<file path="src/rtl/block_row.sv">
// rtl/block_row.sv - row of breakable blocks with per-block hit points, edge contact, hit hold-off and optional descent
// Optional descent is built when BLOCK_ROW_DESCEND_EN is defined.
module block_row #(
  parameter int N_BLOCKS      = 4,
  parameter int W_BLOCK       = 64,
  parameter int H_BLOCK       = 16,
  parameter int GAP           = 16,
  parameter int R_BALL        = 8,
  parameter int X0            = 80,
  parameter int Y0            = 64,
  parameter int HP_W          = 2,
  parameter int HP_INIT       = 2,
  parameter int Y_LIMIT       = 464,
  parameter int STEP_Y        = 16,
  parameter int DESCEND_TICKS = 50_000_000
) (
  input  logic                clock,
  input  logic                reset,
  input  logic                start,
  input  logic [9:0]          x_ball,
  input  logic [9:0]          y_ball,
  output logic [9:0]          y_row,
  output logic [N_BLOCKS-1:0] alive,
  output logic                hit,
  output logic                hit_u,
  output logic                hit_d,
  output logic                hit_l,
  output logic                hit_r,
  output logic [2:0]          hit_idx,
  output logic                score_inc,
  output logic                row_cleared,
  output logic                endgame
);

  localparam logic [10:0] H11   = 11'(H_BLOCK);
  localparam logic [10:0] W11   = 11'(W_BLOCK);
  localparam logic [10:0] HR11  = 11'(H_BLOCK + R_BALL);
  localparam logic [10:0] WR11  = 11'(W_BLOCK + R_BALL);
  localparam logic [10:0] YLIM11 = 11'(Y_LIMIT);

  if (N_BLOCKS < 1 || N_BLOCKS > 8 || HP_INIT < 1 || HP_INIT >= (1 << HP_W) ||
      DESCEND_TICKS < 1 || STEP_Y < 1) begin : g_param_check
    $error("block_row: parameter out of range");
  end

  typedef enum logic {RUN, HOLD} state_t;
  state_t state, state_next;

  logic [HP_W-1:0]     hp [N_BLOCKS];
  logic [2:0]          held_idx;
  logic [N_BLOCKS-1:0] c_u, c_d, c_l, c_r, contact;
  logic [10:0]         xb, yb, yr, cx, y_top, y_bot, y_up, y_dn, x_lo, x_hi, x_lf, x_rt;
  logic [2:0]          win_idx;
  logic [3:0]          win_side;
  logic                held_contact, take_hit;

  // Lower bounds clamp to 0 instead of wrapping.
  function automatic logic [10:0] sub0(input logic [10:0] a, input logic [10:0] b);
    return (a >= b) ? (a - b) : 11'd0;
  endfunction

  always_comb begin
    xb    = {1'b0, x_ball};
    yb    = {1'b0, y_ball};
    yr    = {1'b0, y_row};
    y_top = sub0(yr, H11);
    y_bot = yr + H11;
    y_up  = sub0(yr, HR11);
    y_dn  = yr + HR11;
    cx    = '0;
    x_lo  = '0;
    x_hi  = '0;
    x_lf  = '0;
    x_rt  = '0;
    c_u   = '0;
    c_d   = '0;
    c_l   = '0;
    c_r   = '0;
    for (int i = 0; i < N_BLOCKS; i++) begin
      cx     = 11'(X0 + i * (2 * W_BLOCK + GAP));
      x_lo   = sub0(cx, W11);
      x_hi   = cx + W11;
      x_lf   = sub0(cx, WR11);
      x_rt   = cx + WR11;
      c_u[i] = alive[i] && (yb == y_up) && (xb >= x_lo) && (xb <= x_hi);
      c_d[i] = alive[i] && (yb == y_dn) && (xb >= x_lo) && (xb <= x_hi);
      c_l[i] = alive[i] && (xb == x_lf) && (yb >= y_top) && (yb <= y_bot);
      c_r[i] = alive[i] && (xb == x_rt) && (yb >= y_top) && (yb <= y_bot);
    end
    contact = c_u | c_d | c_l | c_r;
  end

  // Walk from the top index down so the lowest contacting block wins.
  always_comb begin
    win_idx      = '0;
    win_side     = '0;
    held_contact = 1'b0;
    for (int i = N_BLOCKS - 1; i >= 0; i--) begin
      if (contact[i]) begin
        win_idx  = 3'(i);
        win_side = c_u[i] ? 4'b1000 : c_d[i] ? 4'b0100 : c_l[i] ? 4'b0010 : 4'b0001;
      end
      if (held_idx == 3'(i)) held_contact = contact[i];
    end
  end

  always_comb begin
    state_next = state;
    take_hit   = 1'b0;
    if (!start) begin
      state_next = RUN;
    end else begin
      case (state)
        RUN: begin
          if (|contact) begin
            state_next = HOLD;
            take_hit   = 1'b1;
          end
        end
        HOLD: begin
          if (!held_contact) state_next = RUN;
        end
        default: state_next = RUN;
      endcase
    end
  end

  always_ff @(posedge clock or posedge reset) begin
    if (reset) begin
      state     <= RUN;
      alive     <= '1;
      held_idx  <= '0;
      hit       <= 1'b0;
      hit_u     <= 1'b0;
      hit_d     <= 1'b0;
      hit_l     <= 1'b0;
      hit_r     <= 1'b0;
      hit_idx   <= '0;
      score_inc <= 1'b0;
      for (int i = 0; i < N_BLOCKS; i++) hp[i] <= HP_W'(HP_INIT);
    end else begin
      state     <= state_next;
      hit       <= take_hit;
      hit_u     <= take_hit & win_side[3];
      hit_d     <= take_hit & win_side[2];
      hit_l     <= take_hit & win_side[1];
      hit_r     <= take_hit & win_side[0];
      score_inc <= 1'b0;
      if (take_hit) begin
        held_idx <= win_idx;
        hit_idx  <= win_idx;
        for (int i = 0; i < N_BLOCKS; i++) begin
          if (win_idx == 3'(i)) begin
            hp[i] <= hp[i] - 1'b1;
            if (hp[i] == HP_W'(1)) begin
              alive[i]  <= 1'b0;
              score_inc <= 1'b1;
            end
          end
        end
      end
    end
  end

`ifdef BLOCK_ROW_DESCEND_EN
  localparam int CNT_W = (DESCEND_TICKS > 1) ? $clog2(DESCEND_TICKS) : 1;
  logic [CNT_W-1:0] desc_cnt;

  always_ff @(posedge clock or posedge reset) begin
    if (reset) begin
      desc_cnt <= '0;
      y_row    <= 10'(Y0);
    end else if (start) begin
      if (desc_cnt == CNT_W'(DESCEND_TICKS - 1)) begin
        desc_cnt <= '0;
        if (!endgame) y_row <= y_row + 10'(STEP_Y);
      end else begin
        desc_cnt <= desc_cnt + 1'b1;
      end
    end
  end
`else
  assign y_row = 10'(Y0);
`endif

  assign row_cleared = (alive == '0);
  assign endgame     = (({1'b0, y_row} + H11) >= YLIM11);

endmodule

</file>
<file path="config.mk">
export PLATFORM = sky130hd
export DESIGN_NAME = block_row
export DESIGN_NICKNAME = d
export VERILOG_FILES = /design/src/rtl/block_row.sv
export SDC_FILE = /design/constraint.sdc
export NUM_CORES = 1
export LEC_CHECK = 0
export CORE_MARGIN = 2
export CORE_UTILIZATION = 52
export DETAILED_ROUTE_END_ITERATION = 6
export PLACE_DENSITY = 0.95
export SLEW_MARGIN = 20
export SYNTH_ARGS = -nofsm -noshare
export SYNTH_HDL_FRONTEND = slang
export SYNTH_SLANG_ARGS = --single-unit
</file>
<file path="constraint.sdc">
create_clock -name clock -period 3.25 [get_ports clock]
set_input_delay 0.4875 -clock clock [delete_from_list [all_inputs] [get_ports clock]]
set_output_delay 0.4875 -clock clock [all_outputs]
set_load 0.03 [all_outputs]
</file>
==> results of run 1 <==
## registers in the layout, summed over array words and instances (netlist names)
name       cells
hit_u          1
state          1
hp             8
score_inc      1
hit_idx        2
alive          4
hit_l          1
hit_d          1
hit_r          1
hit            1
## metrics by stage
stage,cell area [um2],total power [mW]
after floorplan,1720,0.334
after global placement,2040,0.360
after detailed placement,2040,0.361
after CTS,2060,0.479
after global routing,2060,0.503
final,2060,0.477
## critical path: stages
cell	delay, ns
clkdlybuf4s50_1	0.45
or4_4	0.57
a21o_1	0.20
a2111o_1	0.47
a21boi_4	0.19
and2_4	0.18
nand3_2	0.07
mux2_1	0.32
## path summary, 6_finish.rpt
check                      slack (ns)  cells after the start     to  startpoint
min in group asynchronous        0.61                      2  state       reset
max in group asynchronous        2.18                      2  hp[2]       reset
setup reg to reg                 1.05                      4  hp[5]    alive[0]
hold / removal                   0.47                      2  hp[1]       hp[1]
setup / recovery                 0.54                      8  hp[3]   x_ball[1]
hold reg to reg                  0.47                      2  hp[1]       hp[1]
## cells in the final DEF (no fill, tap or decap), types with 2 or more instances in the layout
master | netlist | routed
a211oi_1 | 2 | 2
nand2_1 | 15 | 15
clkbuf_4 | 0 | 3
nand4_1 | 3 | 3
inv_1 | 7 | 7
nand2_2 | 2 | 2
nor2b_1 | 2 | 2
nand2b_1 | 2 | 2
nor2_1 | 12 | 12
and2_1 | 5 | 5
a21boi_0 | 2 | 2
xnor2_1 | 4 | 4
nor4b_1 | 2 | 2
dfstp_2 | 8 | 8
a211o_1 | 3 | 3
o21ai_0 | 4 | 4
and3b_1 | 2 | 2
and3_1 | 3 | 3
nor4_1 | 3 | 3
a31oi_1 | 3 | 3
conb_1 | 2 | 12
nor3_1 | 9 | 9
a32oi_1 | 3 | 3
nor3b_1 | 3 | 3
o2111a_1 | 2 | 2
nand3_1 | 3 | 3
dfrtp_1 | 13 | 13
a21oi_1 | 8 | 8
buf_4 | 14 | 7
a21o_1 | 3 | 3
mux2_1 | 3 | 3
ha_1 | 4 | 4
o21a_1 | 2 | 2
clkdlybuf4s50_1 | 0 | 35
## report_power, final
| group | leakage [nW] | switching (mW) | internal [mW] |
|---|---|---|---|
| clock network | 0.0150 | 0.0722 | 0.0478 |
| logic | 0.556 | 0.0567 | 0.0382 |
| registers | 0.264 | 0.000174 | 0.262 |
## cell type report
type,count,area (um2),area share [%]
sequential,21,536,26.0
tap,44,55.1,2.67
inverter,7,26.3,1.27
multi-input combinational,148,1020,49.3
timing repair buffer,42,403,19.5
clock buffer,4,26.3,1.27
## cells by family (layout without fill, tap and decap cells)
family,after synthesis,after routing
AOI/OAI and AO/OA,44,44
xor gates and xnor gates,5,5
adders and majority gates,4,4
buffers and inverters,28,53
DFF,21,21
muxes,3,3
other,2,12
and+or+nand+nor,80,80
## per-layer routing
layer | track usage (%) | vias up
li1 | - | 730
met1 | 29.8 | 711
met2 | 38.2 | 54
met3 | 5.76 | 0
met4 | 3.11 | 0
met5 | 0 | -
==> summary.md, run 1 <==
| Metric | Value |
|---|---|
| Total leakage power | around 0.84 nW |
| Dpl cells | 262 |
| # rows | 20 |
| Min Tclk post-route | 2.71 ns |
| Antenna cells | 0 |
| Largest net degree at the start of global routing | 22 |
| WL met3 | 220 um |
| ANT nets after route | 0 |
| Syn Inst Count | 187 |
| Final Max Tran Viols | 0 |
| Avg WL per Cell | 13.9 um |
| Worst path required time | 3.48 ns |
| Register bit total from synthesis | 21 |
| Clock latency at the later pin of the worst-skew pair | a little under 0.3 ns |
| Synth area leaders | dfrtp_1 (19%), dfstp_2 (12%), buf_4 (6.2%) |
| Measured slew at the worst slew-check pin | 0.817 ns |
| Adder-Cell Fraction of Synth Area | 2.97% |
| Count of cell types in the netlist | 63 |
| Synth top area share | 19.3% |
| Status | finished clean |
| CTS resizes | 0 |
| Core outline area | 3080 um2 |
| Die area | between 3000 and 4000 um2 |
| Vias in the first global route | roughly 1400 |
| CTS tree | built |
| First DRT Iteration DRCs | 57 |
| Die height | 60.9 um |
| Sequential-to-total area share from yosys stat | 31.8% |
| Share of cells above drive strength 1 | 15.3% |
| Top post-synthesis cells by count | nand2_1 (15), buf_4 (14), dfrtp_1 (13) |
| Simple-Gate Fraction of Synth Area | 27.7% |
| Port Buf Inserts | 35 |
| Most frequent cell after synthesis | nand2_1 |
| Via count | 1495 |
| Final cycle utilization of the critical path | ~83% |
| Total GRT Usage | between 20% and 30% |
| # fillers | 272 |
| Max Cap Viol | 0 |
| Congestion Overflow GR | 0 |
| Sinks on Clock Net | 21 |
| Root Buffer | clkbuf_4 |
| Max Root-Sink Buffers | 2 |
| Power per cell area | 231 nW/um2 |
| Post-route DRC | 0 |
| HP Class | register to register |
| H-tree Lvls | 1 |
| Average cell area after synthesis | roughly 9 um2 |
| Mux cell area share after synthesis | ~2% |
| Post-route insts no fill | 266 |
| Number of setup buffers added after CTS | 0 |
| Hold_ws | 0.471 ns |
| Leading area contributor after synthesis | dfrtp_1 |
| WP data arrival | around 2.9 ns |
| Routed vias/inst | 5.62 |
| RSZ-0062 raised after global routing | no |
| Initial Utilization | 54.7% |
| Max-slew headroom at the worst pin | 44.9% |
| I/O pin count | 48 |
| Setup violations, final | 0 |
| Hold_buf cts | 0 |
| Post-synthesis xor/xnor area fraction | under 10% |
| Initial antenna violation count | 0 |
| Setup Skew | 0.00114 ns |
| Clock transition at path regs | 0.10 ns |
| Final #Nets | 250 |
| P&R area growth vs syn | 22.5% |
| Largest family of logic cells by synthesized area | simple AND/OR/NAND/NOR gates |
| Fraction of registers with async set/reset | 100% |
| Ys Warns | 0 |
| EDFF count, synth | 0 |
| Nature of the critical path endpoint | register |
| Fmax | 369 MHz |
| Mapped cell area | 1680 um2 |
| Total wire length | about 3.7 mm |
| Gpl congestion | 0.897 |
| DR pass1 iterations | 4 |
| VDD IR max | approximately 0.27 mV |
| Wl on met1 | 1.64 mm |
| Die width | 60.9 um |
| Hold Vio Cnt, Final | 0 |
| CP Class | input pin to register |
| Uppermost routed layer | met3 |
| Top FF cell, synth | dfrtp_1 |
| TritonCTS Buffers | 3 |
| Compound-cell area share of the yosys netlist | between 20% and 30% |
| First-pass GRT wire length | 6.31 mm |
| Final Util | 67.0% |
| Critical-path maximum fanout | 4 |
| CP startpoint kind | input pin |
| Setup TNS | 0 ns |
| Final WS setup | 0.543 ns |
| Worst slack at placement | 0.228 ns |
| Post-DP HPWL | ~3 mm |
| Metal2 WL | 1.83 mm |
Power figures use the tool's default switching activity.
==> run 2, diff against run 1 <==
Settings changed: CORE_UTILIZATION 52 to 48, PLACE_DENSITY 0.95 to 0.9.
Clock period 3.25 ns to 2.54 ns, I/O delays scaled along.
==> summary.md, run 2 (synthesis gave the netlist of run 1 again) <==
| Metric | Value |
|---|---|
| Status | finished clean |
| Port Buf Inserts | 35 (unchanged) |
| Die width | 63.2 um (+3.8%) |
| Largest net degree at the start of global routing | 22 (unchanged) |
| Worst path required time | 2.77 ns (-0.71 ns) |
| Via count | 1725 (+15%) |
| Antenna cells | 0 (unchanged) |
| Sinks on Clock Net | 21 (unchanged) |
| Vias in the first global route | 1697 (+21%) |
| Max FFs per register | 8 (unchanged) |
| Min Tclk post-route | 2.50 ns |
| Sw power | 0.178 mW (+38%) |
| Comb pwr share | 24.1% (+4.2 points) |
| Fmax | ~400 MHz |
| Total leakage power | 1.04 nW (+25%) |
| Clk pwr share | 23.8% (-1.4 points) |
| Critical-path maximum fanout | 3 (-1) |
| Core outline area | 3360 um2 (+9.3%) |
| Routed vias/inst | 5.64 (+0.30%) |
| HP Class | register to register |
| ANT nets after route | 0 (unchanged) |
| CP Class | input pin to register |
| Hold_buf cts | 0 (unchanged) |
| Die area | 4000 um2 (+7.8%) |
| Avg WL per Cell | 14.4 um (+3.3%) |
| CP startpoint kind | input pin |
| TritonCTS Buffers | 3 (unchanged) |
| WP data arrival | 2.74 ns (-0.20 ns) |
| Commonest non-fill, non-tap cell in the layout | buf_4 |
| Sequential Power Share | 52.1% (-2.9 points) |
| Largest regs | hp: 8 flops, alive: 4 flops, hit_idx: 2 flops |
| First-pass GRT wire length | 7.47 mm (+18%) |
| Nature of the critical path endpoint | register |
| Total GRT Usage | 23.1% (+0.56 points) |
| RSZ-0062 raised after global routing | no |
| Post-route DRC | 0 (unchanged) |
| DR pass1 iterations | 4 (unchanged) |
| Most flops, register | hp |
| CTS tree | built |
| VDD IR max | 0.281 mV (+5.4%) |
| Max Root-Sink Buffers | 2 (unchanged) |
| Most frequent cells in the layout | buf_4 (45), clkdlybuf4s50_1 (35), nand2_1 (15) |
| Post-DP HPWL | 3.58 mm (+19%) |
| Total Power | 0.644 mW (+35%) |
| Hold_ws | 0.461 ns (-0.00988 ns) |
| Setup Skew | 0.00152 ns (+0.000377 ns) |
| Clock transition at path regs | 0.10 ns (about the same) |
| Hold Vio Cnt, Final | 0 (unchanged) |
| Initial antenna violation count | 0 (unchanged) |
| Final cycle utilization of the critical path | between 90% and 100% |
| I/O pin count | 48 (unchanged) |
| Final Max Tran Viols | 0 (unchanged) |
| H-tree Lvls | 1 (unchanged) |
| Total wire length | 4.39 mm (+19%) |
| Clock latency at the later pin of the worst-skew pair | 0.30 ns (about the same) |
| Root Buffer | clkbuf_4 |
| First DRT Iteration DRCs | 135 (+140%) |
| Die height | 63.2 um (+3.8%) |
| # fillers | 258 (-5.1%) |
| Max Cap Viol | 0 (unchanged) |
| Gpl congestion | 0.901 (+0.47%) |
| Initial Utilization | 50.0% (-4.6 points) |
| # rows | 21 (+5.0%) |
| Setup violations, final | 0 (unchanged) |
| Share of cells above drive strength 1 | 28.5% (+13 points) |
| Net Sw Frac | 27.6% (+0.50 points) |
| Max-slew headroom at the worst pin | 50.0% (+5.0 points) |
| Power per cell area | 269 nW/um2 (+16%) |
| Congestion Overflow GR | 0 (unchanged) |
| Measured slew at the worst slew-check pin | 0.750 ns (-0.0676 ns) |
| Cell Int Power | 0.467 mW (+34%) |
| P&R area growth vs syn | 42.1% |
| Final #Nets | 288 (+15%) |
-- run 2: path summary, 6_finish.rpt --
check | startpoint | to | slack, ns | cells past startpoint
setup / recovery | x_ball[1] | hp[3] | 0.04 | 8
hold / removal | hp[1] | hp[1] | 0.46 | 2
setup reg to reg | alive[2] | hp[3] | 0.50 | 6
hold reg to reg | hp[1] | hp[1] | 0.46 | 2
max in group asynchronous | reset | hit_d | 1.54 | 2
min in group asynchronous | reset | hp[4] | 0.53 | 2
-- run 2: what timing repair did --
item | in CTS | in global routing
gates resized for setup | 0 | 7
hold endpoints to repair | 0 | 0
buffers inserted | 0 | 0
setup endpoints to repair | 0 | 8
-- run 2: stage by stage --
step	TNS, ns	utilization [%]	cells	instance area, um2	setup WS, ns
after floorplan	0	-	197	1720	0.191
after global placement	-2.42	69.1	302	2320	-0.237
after detailed placement	-3.29	69.1	302	2320	-0.289
after CTS	0	69.9	306	2350	0.0357
after global routing	0	71.1	306	2390	0.0121
final	0	71.1	306	2390	0.0370
-- run 2: routing by layer --
layer | track usage [%] | share of wire [%]
met5 | 0 | 0
met4 | 7.34 | 1.3
met3 | 4.29 | 7.6
met2 | 40.4 | 50
met1 | 28.8 | 41
-- run 2: final cells by class --
class	count	area [um2]	share of cell area, %
Clock buffer	4	26.3	1.10
Inverter	7	26.3	1.10
Multi-Input combinational cell	148	1060	44.2
Sequential cell	21	536	22.4
Tap cell	46	57.6	2.41
Timing Repair Buffer	80	688	28.8
-- run 2: worst max-delay path: stages --
cell	delay, ns
clkdlybuf4s50_1	0.43
or4_4	0.56
a21o_1	0.19
a2111o_1	0.43
a21boi_4	0.18
and2_4	0.17
nand3_2	0.07
mux2_1	0.32
-- run 2: power by group through the flow --
stage	registers, mW	clock network, mW	logic, mW
2_1_floorplan	0.341	0	0.0853
3_3_place_gp	0.341	0	0.143
3_5_place_dp	0.342	0	0.148
4_1_cts	0.336	0.158	0.148
5_1_grt	0.336	0.180	0.166
6_report	0.336	0.154	0.155
==> run 3, diff against run 2 <==
Settings changed: HOLD_SLACK_MARGIN from default to 0.1.
==> results of run 3 <==
The final DEF is identical to that of run 2; final timing and power are the same.
